[src/rtl/inst_fetcher_pkg.sv]
// Shared types, opcode constants and immediate decoders for the fetch stage.
package inst_fetcher_pkg;

    localparam int unsigned XLEN = 32;

    localparam logic [6:0] OP_JAL    = 7'b1101111;
    localparam logic [6:0] OP_JALR   = 7'b1100111;
    localparam logic [6:0] OP_BRANCH = 7'b1100011;

    // One fetch-queue entry as seen by the decoder.
    typedef struct packed {
        logic [XLEN-1:0] inst;
        logic [XLEN-1:0] pc;
        logic            pred_taken;
        logic [XLEN-1:0] pred_pc;
    } fetch_entry_t;

    localparam int unsigned ENTRY_W = $bits(fetch_entry_t);

    // Sign-extended J-type immediate.
    function automatic logic [XLEN-1:0] imm_j(input logic [XLEN-1:0] inst);
        return {{12{inst[31]}}, inst[19:12], inst[20], inst[30:21], 1'b0};
    endfunction

    // Sign-extended B-type immediate.
    function automatic logic [XLEN-1:0] imm_b(input logic [XLEN-1:0] inst);
        return {{20{inst[31]}}, inst[7], inst[30:25], inst[11:8], 1'b0};
    endfunction

endpackage

[src/rtl/fetch_queue.sv]
// Circular FIFO with wrapping pointers, occupancy count and synchronous flush.
module fetch_queue #(
    parameter int unsigned DEPTH = 4,
    parameter int unsigned W     = 32
) (
    input  logic                         clk_in,
    input  logic                         rst_in,
    input  logic                         i_en,
    input  logic                         i_flush,
    input  logic                         i_push,
    input  logic                         i_pop,
    input  logic [W-1:0]                 i_data,
    output logic [W-1:0]                 o_data,
    output logic                         o_valid,
    output logic [$clog2(DEPTH):0]       o_count
);

    localparam int unsigned PTR_W = $clog2(DEPTH);
    localparam int unsigned CNT_W = PTR_W + 1;

    logic [W-1:0]     r_mem [DEPTH];
    logic [PTR_W-1:0] r_head;
    logic [PTR_W-1:0] r_tail;
    logic [CNT_W-1:0] r_count;
    logic             w_push;
    logic             w_pop;

    assign w_push  = i_push && (r_count != CNT_W'(DEPTH));
    assign w_pop   = i_pop && (r_count != '0);
    assign o_valid = (r_count != '0);
    assign o_count = r_count;
    assign o_data  = o_valid ? r_mem[r_head] : '0;

    // Pointer and count bookkeeping; flush empties the queue.
    always_ff @(posedge clk_in) begin
        if (rst_in) begin
            r_head  <= '0;
            r_tail  <= '0;
            r_count <= '0;
        end else if (i_en) begin
            if (i_flush) begin
                r_head  <= '0;
                r_tail  <= '0;
                r_count <= '0;
            end else begin
                if (w_push) r_tail <= r_tail + PTR_W'(1);
                if (w_pop)  r_head <= r_head + PTR_W'(1);
                r_count <= r_count + CNT_W'(w_push) - CNT_W'(w_pop);
            end
        end
    end

    // Entry storage; contents are only observed while valid.
    always_ff @(posedge clk_in) begin
        if (i_en && !i_flush && w_push) begin
            r_mem[r_tail] <= i_data;
        end
    end

endmodule

[src/rtl/inst_fetcher.sv]
// Instruction fetch stage with static branch prediction and JALR stall.
module inst_fetcher
    import inst_fetcher_pkg::*;
#(
    parameter int unsigned QDEPTH   = 4,
    parameter logic [31:0] RESET_PC = 32'h0
) (
    input  logic        clk_in,
    input  logic        rst_in,
    input  logic        rdy_in,
    input  logic        _clear,
    input  logic [31:0] _clear_pc,
    input  logic        _stall_recover,
    input  logic [31:0] _recover_pc,
    input  logic        _inst_ready_in_Mem2Fetcher,
    input  logic [31:0] _inst_in_Mem2Fetcher,
    output logic [31:0] _pc_Fetcher2Mem,
    output logic        _InstFetcher_need_inst,
    output logic        _stall_set,
    output logic        _inst_valid_Fetcher2Decoder,
    output logic [31:0] _inst_Fetcher2Decoder,
    output logic [31:0] _pc_Fetcher2Decoder,
    output logic        _pred_taken_Fetcher2Decoder,
    output logic [31:0] _pred_pc_Fetcher2Decoder,
    input  logic        _decoder_ready
);

    localparam int unsigned CNT_W = $clog2(QDEPTH) + 1;

    typedef enum logic {ST_RUN = 1'b0, ST_STALL = 1'b1} state_t;

    state_t           r_state;
    state_t           w_state_n;
    logic [31:0]      r_pc;
    logic [31:0]      w_pc_n;
    logic             r_stall_set;
    logic             w_stall_set_n;
    logic             w_accept;
    logic             w_pop;
    logic             w_is_jalr;
    logic             w_pred_taken;
    logic [31:0]      w_pred_pc;
    logic [CNT_W-1:0] w_count;
    logic             w_q_valid;
    logic [ENTRY_W-1:0] w_q_data;
    fetch_entry_t     w_push_entry;
    fetch_entry_t     w_head;

    // Static prediction of the returning instruction at the current PC.
    always_comb begin
        w_pred_taken = 1'b0;
        w_pred_pc    = r_pc + 32'd4;
        w_is_jalr    = 1'b0;
        case (_inst_in_Mem2Fetcher[6:0])
            OP_JAL: begin
                w_pred_taken = 1'b1;
                w_pred_pc    = r_pc + imm_j(_inst_in_Mem2Fetcher);
            end
            OP_BRANCH: begin
                w_pred_taken = _inst_in_Mem2Fetcher[31];
                if (_inst_in_Mem2Fetcher[31]) begin
                    w_pred_pc = r_pc + imm_b(_inst_in_Mem2Fetcher);
                end
            end
            OP_JALR: w_is_jalr = 1'b1;
            default: ;
        endcase
    end

    // Next-state: clear beats everything, returns only accepted while running.
    always_comb begin
        w_state_n     = r_state;
        w_pc_n        = r_pc;
        w_stall_set_n = 1'b0;
        w_accept      = 1'b0;
        w_pop         = w_q_valid && _decoder_ready && !_clear;
        if (_clear) begin
            w_state_n = ST_RUN;
            w_pc_n    = _clear_pc;
        end else begin
            case (r_state)
                ST_RUN: begin
                    if (_inst_ready_in_Mem2Fetcher && (w_count != CNT_W'(QDEPTH))) begin
                        w_accept = 1'b1;
                        if (w_is_jalr) begin
                            w_state_n     = ST_STALL;
                            w_stall_set_n = 1'b1;
                        end else begin
                            w_pc_n = w_pred_pc;
                        end
                    end
                end
                ST_STALL: begin
                    if (_stall_recover) begin
                        w_state_n = ST_RUN;
                        w_pc_n    = _recover_pc;
                    end
                end
                default: w_state_n = ST_RUN;
            endcase
        end
    end

    // State, PC and stall pulse registers; rdy_in low freezes them.
    always_ff @(posedge clk_in) begin
        if (rst_in) begin
            r_state     <= ST_RUN;
            r_pc        <= RESET_PC;
            r_stall_set <= 1'b0;
        end else if (rdy_in) begin
            r_state     <= w_state_n;
            r_pc        <= w_pc_n;
            r_stall_set <= w_stall_set_n;
        end
    end

    assign w_push_entry = '{inst:       _inst_in_Mem2Fetcher,
                            pc:         r_pc,
                            pred_taken: w_pred_taken,
                            pred_pc:    w_pred_pc};

    fetch_queue #(
        .DEPTH (QDEPTH),
        .W     (ENTRY_W)
    ) u_queue (
        .clk_in  (clk_in),
        .rst_in  (rst_in),
        .i_en    (rdy_in),
        .i_flush (_clear),
        .i_push  (w_accept),
        .i_pop   (w_pop),
        .i_data  (w_push_entry),
        .o_data  (w_q_data),
        .o_valid (w_q_valid),
        .o_count (w_count)
    );

    assign w_head = fetch_entry_t'(w_q_data);

    assign _pc_Fetcher2Mem             = r_pc;
    assign _InstFetcher_need_inst      = (r_state == ST_RUN) && (w_count <= CNT_W'(QDEPTH - 2));
    assign _stall_set                  = r_stall_set;
    assign _inst_valid_Fetcher2Decoder = w_q_valid;
    assign _inst_Fetcher2Decoder       = w_head.inst;
    assign _pc_Fetcher2Decoder         = w_head.pc;
    assign _pred_taken_Fetcher2Decoder = w_head.pred_taken;
    assign _pred_pc_Fetcher2Decoder    = w_head.pred_pc;

endmodule
[config.mk]
export PLATFORM = sky130hd
export DESIGN_NAME = inst_fetcher
export DESIGN_NICKNAME = d
export VERILOG_FILES = /design/src/rtl/inst_fetcher_pkg.sv /design/src/rtl/fetch_queue.sv /design/src/rtl/inst_fetcher.sv
export SDC_FILE = /design/constraint.sdc
export NUM_CORES = 1
export LEC_CHECK = 0
export BUFFER_PORTS_ARGS = -buffer_cell sky130_fd_sc_hd__clkbuf_2
export CAP_MARGIN = 20
export CORE_UTILIZATION = 26
export DETAILED_ROUTE_END_ITERATION = 16
export PLACE_DENSITY = 0.43
export SLEW_MARGIN = 40
export SYNTH_ARGS = -nofsm -noshare
export SYNTH_HDL_FRONTEND = slang
export SYNTH_SLANG_ARGS = --single-unit
[constraint.sdc]
create_clock -name clk_in -period 4.3 [get_ports clk_in]
set_clock_uncertainty 0.2 [all_clocks]
set_input_delay 0.215 -clock clk_in [delete_from_list [all_inputs] [get_ports clk_in]]
set_output_delay 0.215 -clock clk_in [all_outputs]
set_load 0.03 [all_outputs]
**Yosys cells after proc, flatten, opt, wreduce, memory -nomap -nowiden**

Memories as Yosys holds them, arrays and structs flattened. A register that Yosys moved wholly into a read port is not among the register bits.
Cells that the tools add are included.

- Word-level logic and storage cells: 67
- Latch bits: 0
- Input port bits: 103
- Memories: 1
- Bits in registers: 41
- Output and inout port bits: 132
- Bits in writable memories: 388
- Memory bits (read-only): 0

- Reductions and logical operators: 15
- Shift operators: 0
- Order comparisons: 1
- Divide/modulo/power cells: 0
- $mul: 0
- Muxes and demuxes: 29
- $add $sub $neg: 7
- Bitwise logic cells: 1
- Equality and inequality tests: 7

Memory list:

| name | depth | bits a word | read ports | clocked after Yosys merged registers in | write ports | line | text |
|---|---|---|---|---|---|---|---|
| u_queue.r_mem | 4 | 97 | 1 | 1 | 1 | fetch_queue.sv:21 | `logic [W-1:0] r_mem [DEPTH];` |

Operators by type and width:

| operator | number |
|---|---|
| $mux W32 | 5 |
| $pmux W32 S2 | 2 |
| $mux W97 | 1 |
| $add A32 B32 Y32 | 2 |
| $add A32 B3 Y32 const B | 1 |
| $eq A7 B7 Y1 const B | 3 |
| $mux W1 | 12 |
| $mux W2 | 6 |
| $ne A3 B3 Y1 const B | 4 |
| $logic_and A1 B1 Y1 | 8 |
| $add A2 B1 Y2 const B | 2 |
| $pmux W1 S2 | 2 |
| $reduce_and A2 Y1 | 2 |
| $reduce_and A4 Y1 | 1 |
| $reduce_bool A2 Y1 | 2 |
| $add A3 B1 Y3 | 1 |
| $le A3 B2 Y1 const B | 1 |
| $mux W3 | 1 |
| $reduce_bool A3 Y1 | 1 |
| $sub A3 B1 Y3 | 1 |
| $logic_not A1 Y1 | 1 |
| $not A1 Y1 | 1 |

**Longest topological paths before layout**

- Depth in word-level cells: 9
- Mapped depth: 12
- Mapped depth without buffers: 12

**By module**

Synthesis repeated with hierarchy kept, for this count alone.

- Cell total of the unflattened synthesis: 1514
- Area, all modules: 21109.0 um2

Modules (own cells, without submodules):

| module | times used | area each (um2) | sequential area each (um2) | cells each |
|---|---|---|---|---|
| fetch_queue | 1 | 15170.8 | 11831.3 | 676 |
| inst_fetcher | 1 | 5938.2 | 680.7 | 838 |

**Worst setup path before layout**

Ideal clock, no wire load.

- Kind: reg2reg
- Start point: reg r_state
- End point: mem u_queue.r_mem[0][10] in the netlist's numbering (enable)
- Data required time: 3.634 ns
- Library setup time: 0.466 ns
- Period minus slack after synthesis: 3.868 ns
- Buffers on the path: 0
- Path slack: 0.432 ns
- Data arrival time: 3.202 ns
- Cell stages (with the launch flop): 5
- Cells stage by stage: dfxtp_1 clkinv_1 nand2_1 nor2_1 and3_1

- Longest elaborated chain between the ends: 6

RTL lines:

| what | line | text |
|---|---|---|
| start, declared | inst_fetcher.sv:32 | `state_t r_state;` |
| start signal, assigned | inst_fetcher.sv:111 | `r_state <= w_state_n;` |
| $mux W1 | inst_fetcher.sv:81 | `case (r_state)` |
| $mux W1 | inst_fetcher.sv:77 | `if (_clear) begin` |
| $logic_and A1 B1 Y1 | fetch_queue.sv:28 | `assign w_push = i_push && (r_count != CNT_W'(DEPTH));` |
| $logic_and A1 B1 Y1 | fetch_queue.sv:55 | `if (i_en && !i_flush && w_push) begin` |
| $mux W1 | fetch_queue.sv:55 |  |
| $mux W1 (implied by the code) | fetch_queue.sv:56 | `r_mem[r_tail] <= i_data;` |
| end, declared | fetch_queue.sv:21 |  |

No other way between the ends.

**Worst setup path after layout**

- Start point: reg r_pc[3], in the netlist _pc_Fetcher2Mem[3]
- End point: reg r_pc[14], in the netlist _pc_Fetcher2Mem[14]

- Longest elaborated chain between the ends: 7
- Elaborated cells on any way between the ends: 9
- Those cells by class: 3 x add/sub; 6 x mux

RTL lines:

| what | line | text |
|---|---|---|
| start, declared | inst_fetcher.sv:34 | `logic [31:0] r_pc;` |
| start signal, assigned | inst_fetcher.sv:112 | `r_pc <= w_pc_n;` |
| $add A32 B3 Y32 / $add A32 B32 Y32 (equally long branches) | inst_fetcher.sv:52, inst_fetcher.sv:62 |  |
| $mux W32 | inst_fetcher.sv:61 | `if (_inst_in_Mem2Fetcher[31]) begin` |
| $pmux W32 S2 * | inst_fetcher.sv:54 | `case (_inst_in_Mem2Fetcher[6:0])` |
| named net u_queue.i_data[14] | fetch_queue.sv:12 | `input logic [W-1:0] i_data,` |
| $mux W32 * | inst_fetcher.sv:85 | `if (w_is_jalr) begin` |
| $mux W32 * | inst_fetcher.sv:83 | `if (_inst_ready_in_Mem2Fetcher && (w_count != CNT_W'(QDEPTH))) begin` |
| $pmux W32 S2 * | inst_fetcher.sv:81 |  |
| $mux W32 * | inst_fetcher.sv:77 |  |

The timed path passes the listed nets; every way through them passes the cells marked *. The select of a mux whose other input is x is not followed.
A chain may end at the register's enable or synchronous reset.

==> out/results.txt <==
Via count of the routed design: 14,500. In this run the vertical extent of the chip is 287 um. The run gives 0 as the post-detailed-route count of antenna-violating nets. The largest voltage drop on the vdd net came out at 0.000229 V. In the post-synthesis netlist, the biggest area contributors are sky130_fd_sc_hd__edfxtp_1 54%, sky130_fd_sc_hd__mux4_2 10%, sky130_fd_sc_hd__dfxtp_1 4.1%. The worst hold path class was primary input to flip-flop. TritonCTS built the clock tree. The run gives 0.171 as the total track usage. For this design the ratio of total power to cell area is 390 mW/mm^2. Setup repair after global routing left no endpoint under its margin. Dividing the synthesized area by the synthesized cell count gives 13.7 um^2. Clock-pin slew was measured on the worst setup and hold paths at 0.06 ns.

For this run, the post-layout net count is 2,015. For the filler cell count in the final layout, the log shows 8,054. The total of flip-flops plus latches after synthesis came out at 427. The final cycle utilization of the critical path is 0.956, and the fmax is 243 MHz. The run gives 3 as the maximum clock path buffer count.

The number of nets in the synthesized netlist is 1,699. The area of the die came out at 0.0826 mm^2. The critical path class is flip-flop to flip-flop. Sorting the synthesized cells by how often they occur yields 384 x sky130_fd_sc_hd__edfxtp_1, 104 x sky130_fd_sc_hd__and2_1, 96 x sky130_fd_sc_hd__mux4_2. After routing the design area is 0.0262 mm^2.

The combined area of all synthesized cells is 0.0212 mm^2. In the synthesized netlist the dominant register cell turns out to be sky130_fd_sc_hd__edfxtp_1. The worst setup path is launched from a flip-flop. Entering global routing, the biggest net connects 61 pins.

The clock tree synthesis step divided the H-tree into 2 levels. The cell area reported after detailed placement was 0.0236 mm^2; the number of port buffers was 234. The first global-routing pass estimated 103,000 um of wire. The tools report the total CTS buffers as 51. For the headroom to the max-slew limit, the log shows 0.435. The cell sitting at the root of the clock tree is a sky130_fd_sc_hd__clkbuf_16.

Summed over all instances, the cell type with the most area after synthesis is sky130_fd_sc_hd__edfxtp_1. The analysis attributes to cell leakage a power of 9.34 nW. The fraction of the yosys area taken by sequential cells is 0.585, and the number of buffers inserted by post-CTS setup repair is 0. For the flip-flop and latch area, the log shows 0.0124 mm^2.

The flow ran to the end, and the final reports show no timing, DRC or antenna violations. The critical path required time came out at 4.63 ns. The initial antenna violation count is 2, and the largest fanout of any net on the critical path is 11. Area growth from synthesis to final layout: 23.9%. Using the TritonRoute via totals, the vias-per-cell ratio works out to 4.90. The final HPWL from detailed placement is 49,600 um. The number of hold-slack violations in the final timing report is 0, and the transition time of the tightest slew-check pin is 0.843 ns. Floorplan die width: 287 um. The number of slew-limit violations in the final report is 0, and the count of flip-flops with a built-in enable after synthesis is 384. The clock latency on the worst-skew pair is 0.60 ns, and the number of remaining DRC errors is 0. Leading cell type by number of instances after synthesis: sky130_fd_sc_hd__edfxtp_1.

Summing all multi-input logic gate instances after layout gives 0.00806 mm^2. After floorplanning, the core was divided into 104 placement rows. After the first detailed-routing iteration, the DRC count stood at 969. The pre-antenna-repair detailed-routing pass consisted of 5 iterations. The tool flagged a number of max-cap violations equal to 0. Counting I/O delays and the setup requirement, the final critical path takes 4.11 ns. The total routed wirelength was 71,500 um; the via count of the first global-routing pass was 14,800. The run gives 94 as the number of library cell types mapped by synthesis. Adding up every negative setup slack in the final design gives 0 ns. Dividing the detail-routed wire length by the instance count gives 24.1 um.

In the synthesized netlist, the number of instances is 1,542. The logs give 0 for the count of endpoints failing setup in the final report and 4.44 ns for the data arrival time at the worst-slack endpoint. The clock net in this run drives a total of 427 sinks.

The starting density of the core is 0.263, and the proportion of netlist area held by the largest area contributor is 0.545. 235 I/O pins were placed. The warning count from the yosys run is 0, and the final weighted congestion in routability-driven placement is 0.890.

The fraction of final layout cells sized beyond drive strength 1 is 0.276. The share of synthesized registers carrying an async set or reset was 0. Summed over all layers, the global routing overflow is 0.

The worst setup path is captured at a flip-flop. In this run the standard cell core region covers 0.0805 mm^2.
==> path summary, 6_finish.rpt <==
kind                                                 startpoint                                to  slack, ns  cells after the start
worst max-delay path            _pc_Fetcher2Mem[3]$_SDFFE_PP0P_  _pc_Fetcher2Mem[14]$_SDFFE_PP0P_       0.19                     11
worst min-delay path                             _recover_pc[1]   _pc_Fetcher2Mem[1]$_SDFFE_PP0P_       0.04                      5
worst max register to register  _pc_Fetcher2Mem[3]$_SDFFE_PP0P_  _pc_Fetcher2Mem[14]$_SDFFE_PP0P_       0.19                     11
worst min register to register          _stall_set$_SDFFE_PP0P_           _stall_set$_SDFFE_PP0P_       0.29                      2
==> critical path: stages (launching register included) <==
cell and delay, ns:
sky130_fd_sc_hd__dfxtp_1 0.67, sky130_fd_sc_hd__ha_1 0.37, sky130_fd_sc_hd__o21ai_0 0.13, sky130_fd_sc_hd__o21ai_1 0.48
sky130_fd_sc_hd__a31oi_2 0.28, sky130_fd_sc_hd__o21ai_2 0.30, sky130_fd_sc_hd__xor2_1 0.18, sky130_fd_sc_hd__nand2_1 0.09
sky130_fd_sc_hd__o221ai_2 0.19, sky130_fd_sc_hd__o22ai_1 0.19, sky130_fd_sc_hd__a2111oi_2 0.37, sky130_fd_sc_hd__dlygate4sd3_1 0.58
==> report_power, final <==
group	switching [mW]	internal (mW)
clock network	1.78	2.46
registers	0.0657	4.61
logic	0.834	0.479
total	2.68	7.55
==> area by class of cell <==
cell class              count  share of cell area
multi-input cells         958               0.307
clock buffers              60              0.0508
repair buffers            383               0.102
flip-flops and latches    427               0.473
clock inverters            33              0.0113
diodes                      1           0.0000954
well taps                1060              0.0506
inverters                  37             0.00529
==> registers in the layout, indices dropped and copies added, names as in the netlist, named ones only <==
| signal | flops |
|---|---|
| r_state | 1 |
| u_queue.o_count | 3 |
| u_queue.r_tail | 2 |
| _stall_set | 1 |
| u_queue.r_mem | 384 |
| _pc_Fetcher2Mem | 32 |
| u_queue.r_head | 2 |
==> per-layer routing <==
layer	track usage	wire length, um	vias to the layer above
met5	0	14	-
met4	0.0464	1690	2
met3	0.0268	3340	86
met2	0.287	34800	400
met1	0.228	31600	7421
li1	-	-	6584
==> repair_timing <==
item,CTS,global route
gates resized for setup,0,10
endpoints found under the setup margin,0,9
hold endpoints to repair,164,0
hold buffers,97,0
==> cells in the final DEF (no fill, tap or decap), types with 34 or more instances in the layout <==
master and count:
sky130_fd_sc_hd__edfxtp_1 384, sky130_fd_sc_hd__buf_4 41, sky130_fd_sc_hd__and2_1 104, sky130_fd_sc_hd__dfxtp_1 36, sky130_fd_sc_hd__o21ai_0 60, sky130_fd_sc_hd__clkbuf_2 234
sky130_fd_sc_hd__a21oi_1 79, sky130_fd_sc_hd__ha_1 51, sky130_fd_sc_hd__inv_1 34, sky130_fd_sc_hd__nand2_1 87, sky130_fd_sc_hd__clkbuf_16 52, sky130_fd_sc_hd__mux4_2 96
sky130_fd_sc_hd__dlygate4sd3_1 97, sky130_fd_sc_hd__nor2_1 76
==> stage by stage <==
step / hold WS, ns / power [mW] / setup WS, ns / utilization / cells
3_5_place_dp: 0.265 / 6.00 / 0.321 / 0.293 / 2768
2_1_floorplan: 0.114 / 5.56 / 0.432 / - / 1542
6_report: 0.0362 / 10.2 / 0.187 / 0.326 / 2959
5_1_grt: 0.00330 / 10.6 / 0.00774 / 0.326 / 2958
4_1_cts: 0.00160 / 10.3 / 0.0690 / 0.325 / 2958
3_3_place_gp: 0.256 / 6.00 / 0.347 / 0.293 / 2768
==> cells by family after synthesis <==
logic type	share of synthesized area
buf+inv	0.0371
compound gates	0.112
xor+xnor	0.0240
flops	0.585
simple gates	0.0965
mux	0.112
fa+ha+maj	0.0330
Note: power is estimated with default switching activity, not from simulation.
